--- src/rtl/genie_split.sv ---
// genie_split: packet-aware valid/ready splitter. Each input beat is offered
// to every output selected by the packet's destination mask and retires once
// all selected outputs have accepted it. The mask is taken from i_mask on the
// first beat of a packet and held for the remaining beats.
//
// Optional feature: define GENIE_SPLIT_DROP_COUNT_EN to enable a saturating
// 16-bit counter of packets dropped because of an all-zero destination mask.
// Without the macro o_drop_count is tied to zero and no counter exists.
module genie_split #(
    parameter int unsigned NO    = 2,
    parameter int unsigned WIDTH = 1
) (
    input  logic                                  clk,
    input  logic                                  reset,
    input  logic [((WIDTH > 0) ? WIDTH : 1)-1:0]  i_data,
    input  logic                                  i_valid,
    input  logic                                  i_eop,
    input  logic [NO-1:0]                         i_mask,
    output logic                                  o_ready,
    output logic [((WIDTH > 0) ? WIDTH : 1)-1:0]  o_data,
    output logic                                  o_eop,
    output logic [NO-1:0]                         o_valid,
    input  logic [NO-1:0]                         i_ready,
    output logic [15:0]                           o_drop_count
);

    localparam int unsigned DW = (WIDTH > 0) ? WIDTH : 1;

    typedef enum logic {
        S_FIRST  = 1'b0,
        S_LOCKED = 1'b1
    } state_t;

    state_t          state;
    logic [NO-1:0]   mask_q;
    logic [NO-1:0]   done;
    logic [NO-1:0]   active_mask;
    logic [NO-1:0]   accept;
    logic            retire;
    logic            first_beat;

    // Destination selection: live mask on the first beat, latched mask after.
    always_comb begin
        first_beat  = (state == S_FIRST);
        active_mask = first_beat ? i_mask : mask_q;
        o_valid     = {NO{i_valid & ~reset}} & active_mask & ~done;
        accept      = o_valid & i_ready;
        retire      = &(~active_mask | done | accept);
        o_ready     = i_valid & retire & ~reset;
    end

    // Data and eop are broadcast unregistered to every output.
    generate
        if (WIDTH > 0) begin : g_data
            assign o_data = i_data;
        end else begin : g_nodata
            assign o_data = DW'(0);
        end
    endgenerate

    assign o_eop = i_eop;

    // Packet state, mask latch and per-output acceptance tracking.
    always_ff @(posedge clk) begin
        if (reset) begin
            state  <= S_FIRST;
            mask_q <= '0;
            done   <= '0;
        end else if (o_ready) begin
            done <= '0;
            case (state)
                S_FIRST: begin
                    if (!i_eop) begin
                        state  <= S_LOCKED;
                        mask_q <= i_mask;
                    end
                end
                S_LOCKED: begin
                    if (i_eop) begin
                        state <= S_FIRST;
                    end
                end
                default: state <= S_FIRST;
            endcase
        end else begin
            // Partial acceptance accumulates; a dropped i_valid holds done.
            done <= done | accept;
        end
    end

`ifdef GENIE_SPLIT_DROP_COUNT_EN
    logic [15:0] drop_q;

    // Count packets whose first beat retires with no destination selected.
    always_ff @(posedge clk) begin
        if (reset) begin
            drop_q <= 16'd0;
        end else if (o_ready && first_beat && (active_mask == '0) &&
                     (drop_q != 16'hFFFF)) begin
            drop_q <= drop_q + 16'd1;
        end
    end

    assign o_drop_count = drop_q;
`else
    assign o_drop_count = 16'd0;
`endif

endmodule

--- config.mk ---
export PLATFORM = sky130hd
export DESIGN_NAME = genie_split
export DESIGN_NICKNAME = d
export VERILOG_FILES = /design/src/rtl/genie_split.sv
export SDC_FILE = /design/constraint.sdc
export NUM_CORES = 1
export LEC_CHECK = 0
export ABC_CLOCK_PERIOD_IN_PS = 1600
export CAP_MARGIN = 20
export CELL_PAD_IN_SITES_DETAIL_PLACEMENT = 1
export CELL_PAD_IN_SITES_GLOBAL_PLACEMENT = 1
export CORE_MARGIN = 10
export CORE_UTILIZATION = 20
export CTS_BUF_LIST = sky130_fd_sc_hd__clkbuf_4 sky130_fd_sc_hd__clkbuf_8
export DETAILED_ROUTE_END_ITERATION = 10
export PLACE_DENSITY_LB_ADDON = 0.1
export SLEW_MARGIN = 5
export SYNTH_ARGS = -nofsm -noshare
export SYNTH_HDL_FRONTEND = slang
export SYNTH_SLANG_ARGS = --single-unit
--- constraint.sdc ---
create_clock -name clk -period 1.6 [get_ports clk]
set_clock_uncertainty 0.1 [all_clocks]
set_input_delay 0.24 -clock clk [delete_from_list [all_inputs] [get_ports clk]]
set_output_delay 0.24 -clock clk [all_outputs]
set_load 0.1 [all_outputs]
* Yosys cells after proc, flatten, opt, wreduce, memory -nomap -nowiden
Cells that the tools add are included.
** Word-level totals
- Register bits :: 5
- Input bits :: 9
- Output and inout bits :: 21
- Logic and storage cells :: 22
** Cells by class
- Muxes and demuxes :: 2
- Bitwise operators :: 14
- Reduce and logical (&&, ||, !) cells :: 3
** Operator list (number)
- AND 2 bit :: 3
- bitwise OR 2 bit :: 3
- inverter 2 bit :: 2
- AND 1 bit :: 3
- inverter 1 bit :: 3
- AND reduction 3 bit :: 1
- 2-to-1 mux 2 bit :: 1
- AND reduction 2 bit :: 1
- OR reduction 2 bit :: 1
- 2-to-1 mux 1 bit :: 1

* Logic depth before layout (Yosys ltp)
- Word-level depth :: 10
- Gate-level depth with buffers :: 4

* Worst setup path before layout
No wires, ideal clock.
- Kind :: input port to flip-flop
- Start :: input port i_valid
- End :: register done[0]
- Library setup time :: 0.073 ns
- Arrival :: 2.976 ns
- Required time :: 1.427 ns
- Path slack :: -1.549 ns
- Stages on the path :: 4
- Cells stage by stage :: or2b_1 nor3_1 a21oi_1 nor2_1
** Between the ends
- Cells in the longest elaborated chain, start to end :: 9
- Elaborated cells on any way between the ends :: 10
- Those cells by class :: bitwise: 8; reduce/logical: 2
** RTL lines
- start, declared :: line 16 : input logic i_valid,
- AND 1 bit * :: line 46 : o_valid = {NO{i_valid & ~reset}} & active_mask & ~done;
- AND 2 bit * (2 in series) :: line 46
- via o_valid[0] :: line 22 : output logic [NO-1:0] o_valid,
- AND 2 bit * :: line 47 : accept = o_valid & i_ready;
- bitwise OR 2 bit :: line 48 : retire = &(~active_mask | done | accept);
- AND reduction 2 bit :: line 48
- AND 1 bit (2 in series) :: line 49 : o_ready = i_valid & retire & ~reset;
- OR reduction 2 bit (no source line)
- end signal, assigned :: line 87 : done <= done | accept;
- end, declared :: line 36 : logic [NO-1:0] done;
Mark *: on every way through the listed nets, which the timed path passes. The rest lies on a longest branch.
A chain may end at the register's enable or synchronous reset.

* Worst setup path in the final report
- Start :: register state
- End :: output port o_ready
** Between the ends
- Cells in the longest elaborated chain, start to end :: 8
- Elaborated cells on any way between the ends :: 10
- Those cells by class :: mux: 1; bitwise: 8; reduce/logical: 1
** RTL lines
- start, declared :: line 34 : state_t state;
- start signal, assigned :: line 66 : state <= S_FIRST;
- start signal, assigned :: line 74 : state <= S_LOCKED;
- start signal, assigned :: line 80 : state <= S_FIRST;
- 2-to-1 mux 2 bit * :: line 45 : active_mask = first_beat ? i_mask : mask_q;
- AND 2 bit (2 in series) :: line 46
- AND 2 bit :: line 47
- bitwise OR 2 bit * :: line 48
- AND reduction 2 bit * :: line 48
- AND 1 bit * (2 in series) :: line 49
- end, declared :: line 19 : output logic o_ready,
Every way passes the cells marked *; elsewhere a longest branch is shown, timed or not.

==> out/summary.log <==
INFO  outcome        run_status=finished with violations
INFO  outcome        failed_checks=negative setup slack
INFO  setup_path     reg2reg_slack=-0.15ns
INFO  grt            grt_overflow=0
INFO  setup_path     critical_path.startpoint=state
INFO  setup_path     setup.worst_path.end_class=output pin
INFO  grt            antenna_found_initial=0
INFO  clock_tree     clock_tree.htree_level_count=1
INFO  routing        routedWlPerCell=13.3microns
INFO  synth          ys_ff_latch=5
INFO  die            core=1780squm
INFO  setup_path     critical_path_required=1.26ns
INFO  clock_tree     cts_buffer_depth=2
INFO  timing         timing.final.max_slew_violations=0
INFO  routing        antenna_nets_post_route=0
INFO  setup_path     critical_path_peak_fanout=3
INFO  placed_design  hpwl=991microns
INFO  power          power.combinational.fraction=0.528
INFO  power          vdd.ir_drop.worst=330uV
INFO  die            die-height=64.2microns
INFO  setup_path     reg2reg_to=mask_q[0]
INFO  cells_and_area layout.filler_cells=213
INFO  grt            globalRouteMet2Util=0.0858
INFO  synth          synth-main-ff-cell=sky130_fd_sc_hd__dfxtp_1
INFO  timing         hold-worst-slack=0.338ns
INFO  die            row_count=15
INFO  setup_path     worst_setup_path_endpoint=o_ready
INFO  power          design_power_total=649uW
INFO  synth          distinct_cell_type_count_after_synthesis=16
INFO  min_path       hold-path-cell-count=2
INFO  grt            global_route.usage.total=0.0584
INFO  cells_and_area num_antenna_cells=0
INFO  grt            gr-max-usage-layer=met2
INFO  power          cellLeakagePower=0.306nW
INFO  routing        post_drt_via_cell_ratio=3.63
INFO  timing         smallest_setup_slack_after_layout=-0.173ns
INFO  routing        initialDrtViolationCount=2
INFO  setup_path     worstSetupPathType=reg -> out
INFO  clock_tree     tritoncts_num_sinks=5
INFO  min_path       worstHoldPathType=in -> reg
INFO  synth          netlist_area=390squm
INFO  routing        dr_drc_count=0
INFO  grt            wire_length_of_the_first_global_routing_pass=1910microns
INFO  synth          asyncSetResetFlopFracSynth=0
INFO  clock_tree     cts.root.buffer_cell=sky130_fd_sc_hd__clkbuf_4
INFO  synth          ys.warnings.count=0
INFO  synth          ys_seq_area_frac=0.256
INFO  power          power_report.internal_total=332uW
INFO  cells_and_area layout_commonest_cell=sky130_fd_sc_hd__conb_1
INFO  grt            first_global_vias=381
INFO  timing         period_minus_slack=1.77ns
INFO  flow_run       max-cap-violations=0
INFO  synth          synthCells=45
INFO  cells_and_area area.growth.synth_to_final=81.7%
INFO  die            design.portCount=30
INFO  timing         grt_setup_unrepaired=yes
INFO  placed_design  numPortBuffers=11
INFO  power          power.share.clock=0.261
INFO  setup_path     cp-start-kind=register
INFO  clock_tree     cts_tree=built
INFO  die            overall_die_area=4120squm
INFO  routing        total_number_of_vias=338
INFO  power          power-per-cell-area=915nW/um^2
INFO  timing         setup_tns=-0.644ns
INFO  timing         final_hold_viol_count=0
INFO  timing         setup_viol=5
INFO  power          power.share.sequential=0.211
INFO  grt            globalRouteMet1Util=0.0702
INFO  synth          number_of_enable_flip_flop_cells_after_synthesis=0
INFO  routing        drt_pass1_iterations=3
INFO  routing        wirelength=1240microns
INFO  clock_tree     insertion_delay=0.24ns
INFO  setup_path     worst_ep_arrival_time=1.43ns
INFO  die            floorplan.initialDensity=0.219
INFO  placed_design  gp_congestion=0.664
INFO  synth          post_synth_main_area_contributors=sky130_fd_sc_hd__buf_4, sky130_fd_sc_hd__dfxtp_1, sky130_fd_sc_hd__mux2_1
INFO  clock_tree     postCtsHoldBufs=0
INFO  cells_and_area layout-drive-gt1-share=0.456
INFO  setup_path     critical_path.reg2reg.startpoint=state
INFO  setup_path     ff2ff_path_depth=4
INFO  power          power.switching_fraction=0.488
INFO  grt            largest_net_degree_at_the_start_of_global_routing=5
INFO  power          switching_power=317uW
INFO  cells_and_area final_net_count=78
INFO  die            fp.dieW=64.2microns
INFO  timing         max_freq=564MHz
INFO  cells_and_area final_cell_mix=sky130_fd_sc_hd__conb_1, sky130_fd_sc_hd__buf_4
INFO  timing         min_period_over_period=1.11
INFO  clock_tree     cts_made_buffers=3
INFO  synth          synthDominantCellAreaShare=0.346
INFO  synth          synth_largest_area_cell=sky130_fd_sc_hd__buf_4
INFO  clock_tree     clkSlewWorstSetupHoldPaths=0.05ns
INFO  synth          synthesis.area_per_instance=8.67squm
INFO  grt            grtUsageMet3=0.0244
-- critical path, cell delays in order, from the launching register on --
cell and delay (ns):
sky130_fd_sc_hd__dfxtp_4 0.38, sky130_fd_sc_hd__mux2i_4 0.27, sky130_fd_sc_hd__o32ai_4 0.13, sky130_fd_sc_hd__buf_6 0.14
sky130_fd_sc_hd__nor2_4 0.10, sky130_fd_sc_hd__buf_12 0.18
-- cell type report --
| cell class | count | area (sq um) | share of cell area |
|---|---|---|---|
| flip-flops and latches | 5 | 104 | 0.146 |
| clock buffers | 4 | 30.0 | 0.0423 |
| multi-input cells | 35 | 292 | 0.411 |
| well taps | 25 | 31.3 | 0.0441 |
| inverters | 2 | 7.51 | 0.0106 |
| repair buffers | 22 | 245 | 0.346 |
-- worst min-delay path by stage --
stage,start,to,slack [ns]
after global placement,i_data,o_data,0.38
final,i_mask[0],mask_q[0],0.34
after detailed placement,i_data,o_data,0.38
after floorplan,i_eop,state,0.25
after CTS,i_mask[0],mask_q[0],0.34
after global routing,i_mask[0],mask_q[0],0.36
-- Yosys cell counts, types with 2 or more instances --
cell	n
sky130_fd_sc_hd__buf_4	18
sky130_fd_sc_hd__dfxtp_1	5
sky130_fd_sc_hd__a21oi_1	2
sky130_fd_sc_hd__mux2i_1	2
sky130_fd_sc_hd__nor2b_1	2
sky130_fd_sc_hd__mux2_1	2
sky130_fd_sc_hd__inv_1	2
sky130_fd_sc_hd__nor2_1	3
sky130_fd_sc_hd__nor3_1	2
-- per-stage QoR --
step	cell area (sq um)	instances	worst slack, ns	util
2_1_floorplan	524	60	-0.165	-
3_3_place_gp	638	87	-0.443	0.358
3_5_place_dp	638	87	-0.440	0.358
4_1_cts	701	93	-0.194	0.393
5_1_grt	709	93	-0.233	0.398
6_report	709	93	-0.173	0.398
-- power by group through the flow --
stage / logic, mW / clock network (mW) / registers [mW]
floorplan: 0.293 / 0 / 0.139
global placement: 0.325 / 0 / 0.139
detailed placement: 0.325 / 0 / 0.140
CTS: 0.337 / 0.174 / 0.137
global route: 0.355 / 0.180 / 0.138
finish: 0.343 / 0.170 / 0.137
-- metal layers --
metal  share of wire  wire [microns]  up-vias
met5               0               0        -
li1                -               -      164
met4           0.019              24        0
met3           0.095             117        2
met2            0.47             586       18
met1            0.41             507      154
-- registers in the layout, summed over array words and instances, names as in the netlist --
register / flops
state: 1
done: 2
mask_q: 2
-- what timing repair did --
action | CTS | global route
pin swaps | 4 | 3
setup buffers | 2 | 2
resized for setup | 8 | 5
endpoints found under the setup margin | 5 | 7
-- kinds of logic after synthesis --
kind of cell / after synthesis / share of synthesized area
flip-flops: 5 / 0.256
AO/OA/AOI/OAI: 5 / 0.109
buffers and inverters: 20 / 0.365
AND/OR/NAND/NOR: 10 / 0.151
other: 1 / 0.00961
multiplexers: 4 / 0.109
(Power assumes the default switching activity.)
==> RTL edit, RTL diff (config.mk and constraints unchanged) <==
`NO`: 2 -> 1.
--- a/src/rtl/genie_split.sv
+++ b/src/rtl/genie_split.sv
@@ -7,7 +7,7 @@
 // 16-bit counter of packets dropped because of an all-zero destination mask.
 // Without the macro o_drop_count is tied to zero and no counter exists.
 module genie_split #(
-    parameter int unsigned NO    = 2,
+    parameter int unsigned NO    = 1,
     parameter int unsigned WIDTH = 1
 ) (
     input  logic                                  clk,
Ports: changed (resized i_mask, i_ready and o_valid); port bits go from 30 to 27. The function was not compared with the original's and may differ.
==> RTL edit against the original RTL <==
  * The flow still finishes with violations (setup timing)
  * Global-route usage shrank 0.79 points
  * Setup slack better by 0.14 ns
  * Sequential cell count shrank 2
  * Critical path type unchanged
  * Area after synthesis decreased by 23%
  * Total power fell by 24%
  * Critical path depth is 1 lower
  * Cell area down 37%
  * Routed wire length is 33% lower
==> RTL edit: results (changes against the original RTL) <==
Final Setup Violations 2 (-3); largest net degree at the start of global routing 7 (+2); worst setup margin -0.03102 ns (+0.1422 ns); violations in the final reports setup timing; detailed-route wire length 831 um (-33%); share of final-layout standard cells stronger than drive strength 1 34.04% (-12 points); capture endpoint of the worst hold path done$_SDFF_PP0_; HPWL after DPL 711.8 um (-28%); Net Sw Power 0.2620 mW (-17%); leakage component of the power 0.2029 nW (-34%); global routing usage summed across all routing layers 5.056% (-0.79 points); area after detailed placement 385.4 um2 (-40%); vias in the first global route 270 (-29%); worst reg2reg setup slack 0.11 ns (+0.26 ns); pre-CTS WS -0.2419 ns (+0.1981 ns); top flop regs done (1), mask_q (1), state (1); Min-Delay Path Class in -> reg; portion of the post-synthesis area used by sequential elements 20.00% (-5.6 points); end of the worst register-to-register path state$_SDFFE_PP0P_; count of port buffers added during placement 8 (-3); hold_sp i_valid; first drt pass iteration count 1 (-2); vias per std cell 3.710 (+2.1%); clock-pin slew of the registers on the worst-case setup and hold paths 0.04 ns; run status finished with violations; gpl congestion 0.6563 (-1.2%); maximum vdd ir drop 0.3148 mV (-4.5%); most common library cells after synthesis sky130_fd_sc_hd__buf_4 (18), sky130_fd_sc_hd__dfxtp_1 (3); largest cells by area after synthesis sky130_fd_sc_hd__buf_4 (45%), sky130_fd_sc_hd__dfxtp_1 (20%), sky130_fd_sc_hd__mux2i_1 (6.7%); number of nets at the end of the flow 55 (-29%); data arrival time at the worst-slack endpoint 1.29 ns (-0.14 ns)
==> RTL edit: stage by stage <==
stage	util [%]	std cells	hold slack, ns	TNS (ns)	power (mW)
6_report	33.18	62	0.3421	-0.05269	0.4952
5_1_grt	33.18	62	0.3734	-0.1858	0.5169
4_1_cts	32.99	62	0.3372	-0.07857	0.5019
3_5_place_dp	28.54	56	0.3813	-0.5897	0.3349
3_3_place_gp	28.54	56	0.3741	-0.4932	0.3339
2_1_floorplan	-	50	0.2151	-0.3075	0.3377
==> RTL edit: cells by family (layout without fill, tap and decap cells) <==
family	count (synthesis)	after routing	share of synthesized area, %
muxes	3	3	10.42
DFF	3	3	20.00
AOI/OAI and AO/OA	2	2	6.667
and+or+nand+nor	8	8	16.67
buffers and inverters	18	15	45.00
other	1	16	1.249
==> RTL edit: area by class of cell <==
type | count | area (um2)
Fill cell | 168 | 902.1
Multi-Input combinational cell | 29 | 205.2
Timing Repair Buffer | 11 | 130.1
Sequential cell | 3 | 63.81
Clock buffer | 4 | 30.03
Tap cell | 15 | 18.77
==> RTL edit: routing by layer <==
layer / global-route usage [%] / up-vias / share of wire, %
li1: - / 105 / -
met1: 4.556 / 101 / 37
met2: 7.357 / 22 / 45
met3: 3.863 / 2 / 17
met4: 4.262 / 0 / 0.24
met5: 0 / - / 0
==> RTL edit: power by group through the flow <==
stage	registers [mW]	clock network [mW]	logic, mW
2_1_floorplan	0.0817	0	0.256
3_3_place_gp	0.0822	0	0.252
3_5_place_dp	0.0823	0	0.253
4_1_cts	0.0817	0.159	0.261
5_1_grt	0.0815	0.165	0.271
6_report	0.0810	0.151	0.263
==> RTL edit: worst max-delay path by stage <==
stage | depth (start not counted) | endpoint | slack (ns) | start
final | 4 | o_ready | -0.03 | state$_SDFFE_PP0P_
after global routing | 4 | o_ready | -0.1 | state$_SDFFE_PP0P_
after CTS | 4 | o_ready | -0.05 | state$_SDFFE_PP0P_
after detailed placement | 4 | state$_SDFFE_PP0P_ | -0.24 | i_mask
after global placement | 5 | o_ready | -0.20 | i_mask
after floorplan | 2 | o_valid | -0.28 | state$_SDFFE_PP0P_
==> RTL edit: worst max-delay path, cell delays in order (launching register included) <==
cell and delay, ns:
sky130_fd_sc_hd__dfxtp_4 0.35, sky130_fd_sc_hd__mux2i_4 0.31, sky130_fd_sc_hd__o31ai_4 0.10, sky130_fd_sc_hd__nor2_4 0.11, sky130_fd_sc_hd__buf_12 0.18
==> RTL edit: timing repair <==
| item | 4_1_cts | 5_1_grt |
|---|---|---|
| buffers inserted | 2 | 0 |
| endpoints found under the setup margin | 2 | 2 |
| hold buffers | 0 | 0 |
| resized for setup | 4 | 1 |
| pin swaps | 2 | 0 |
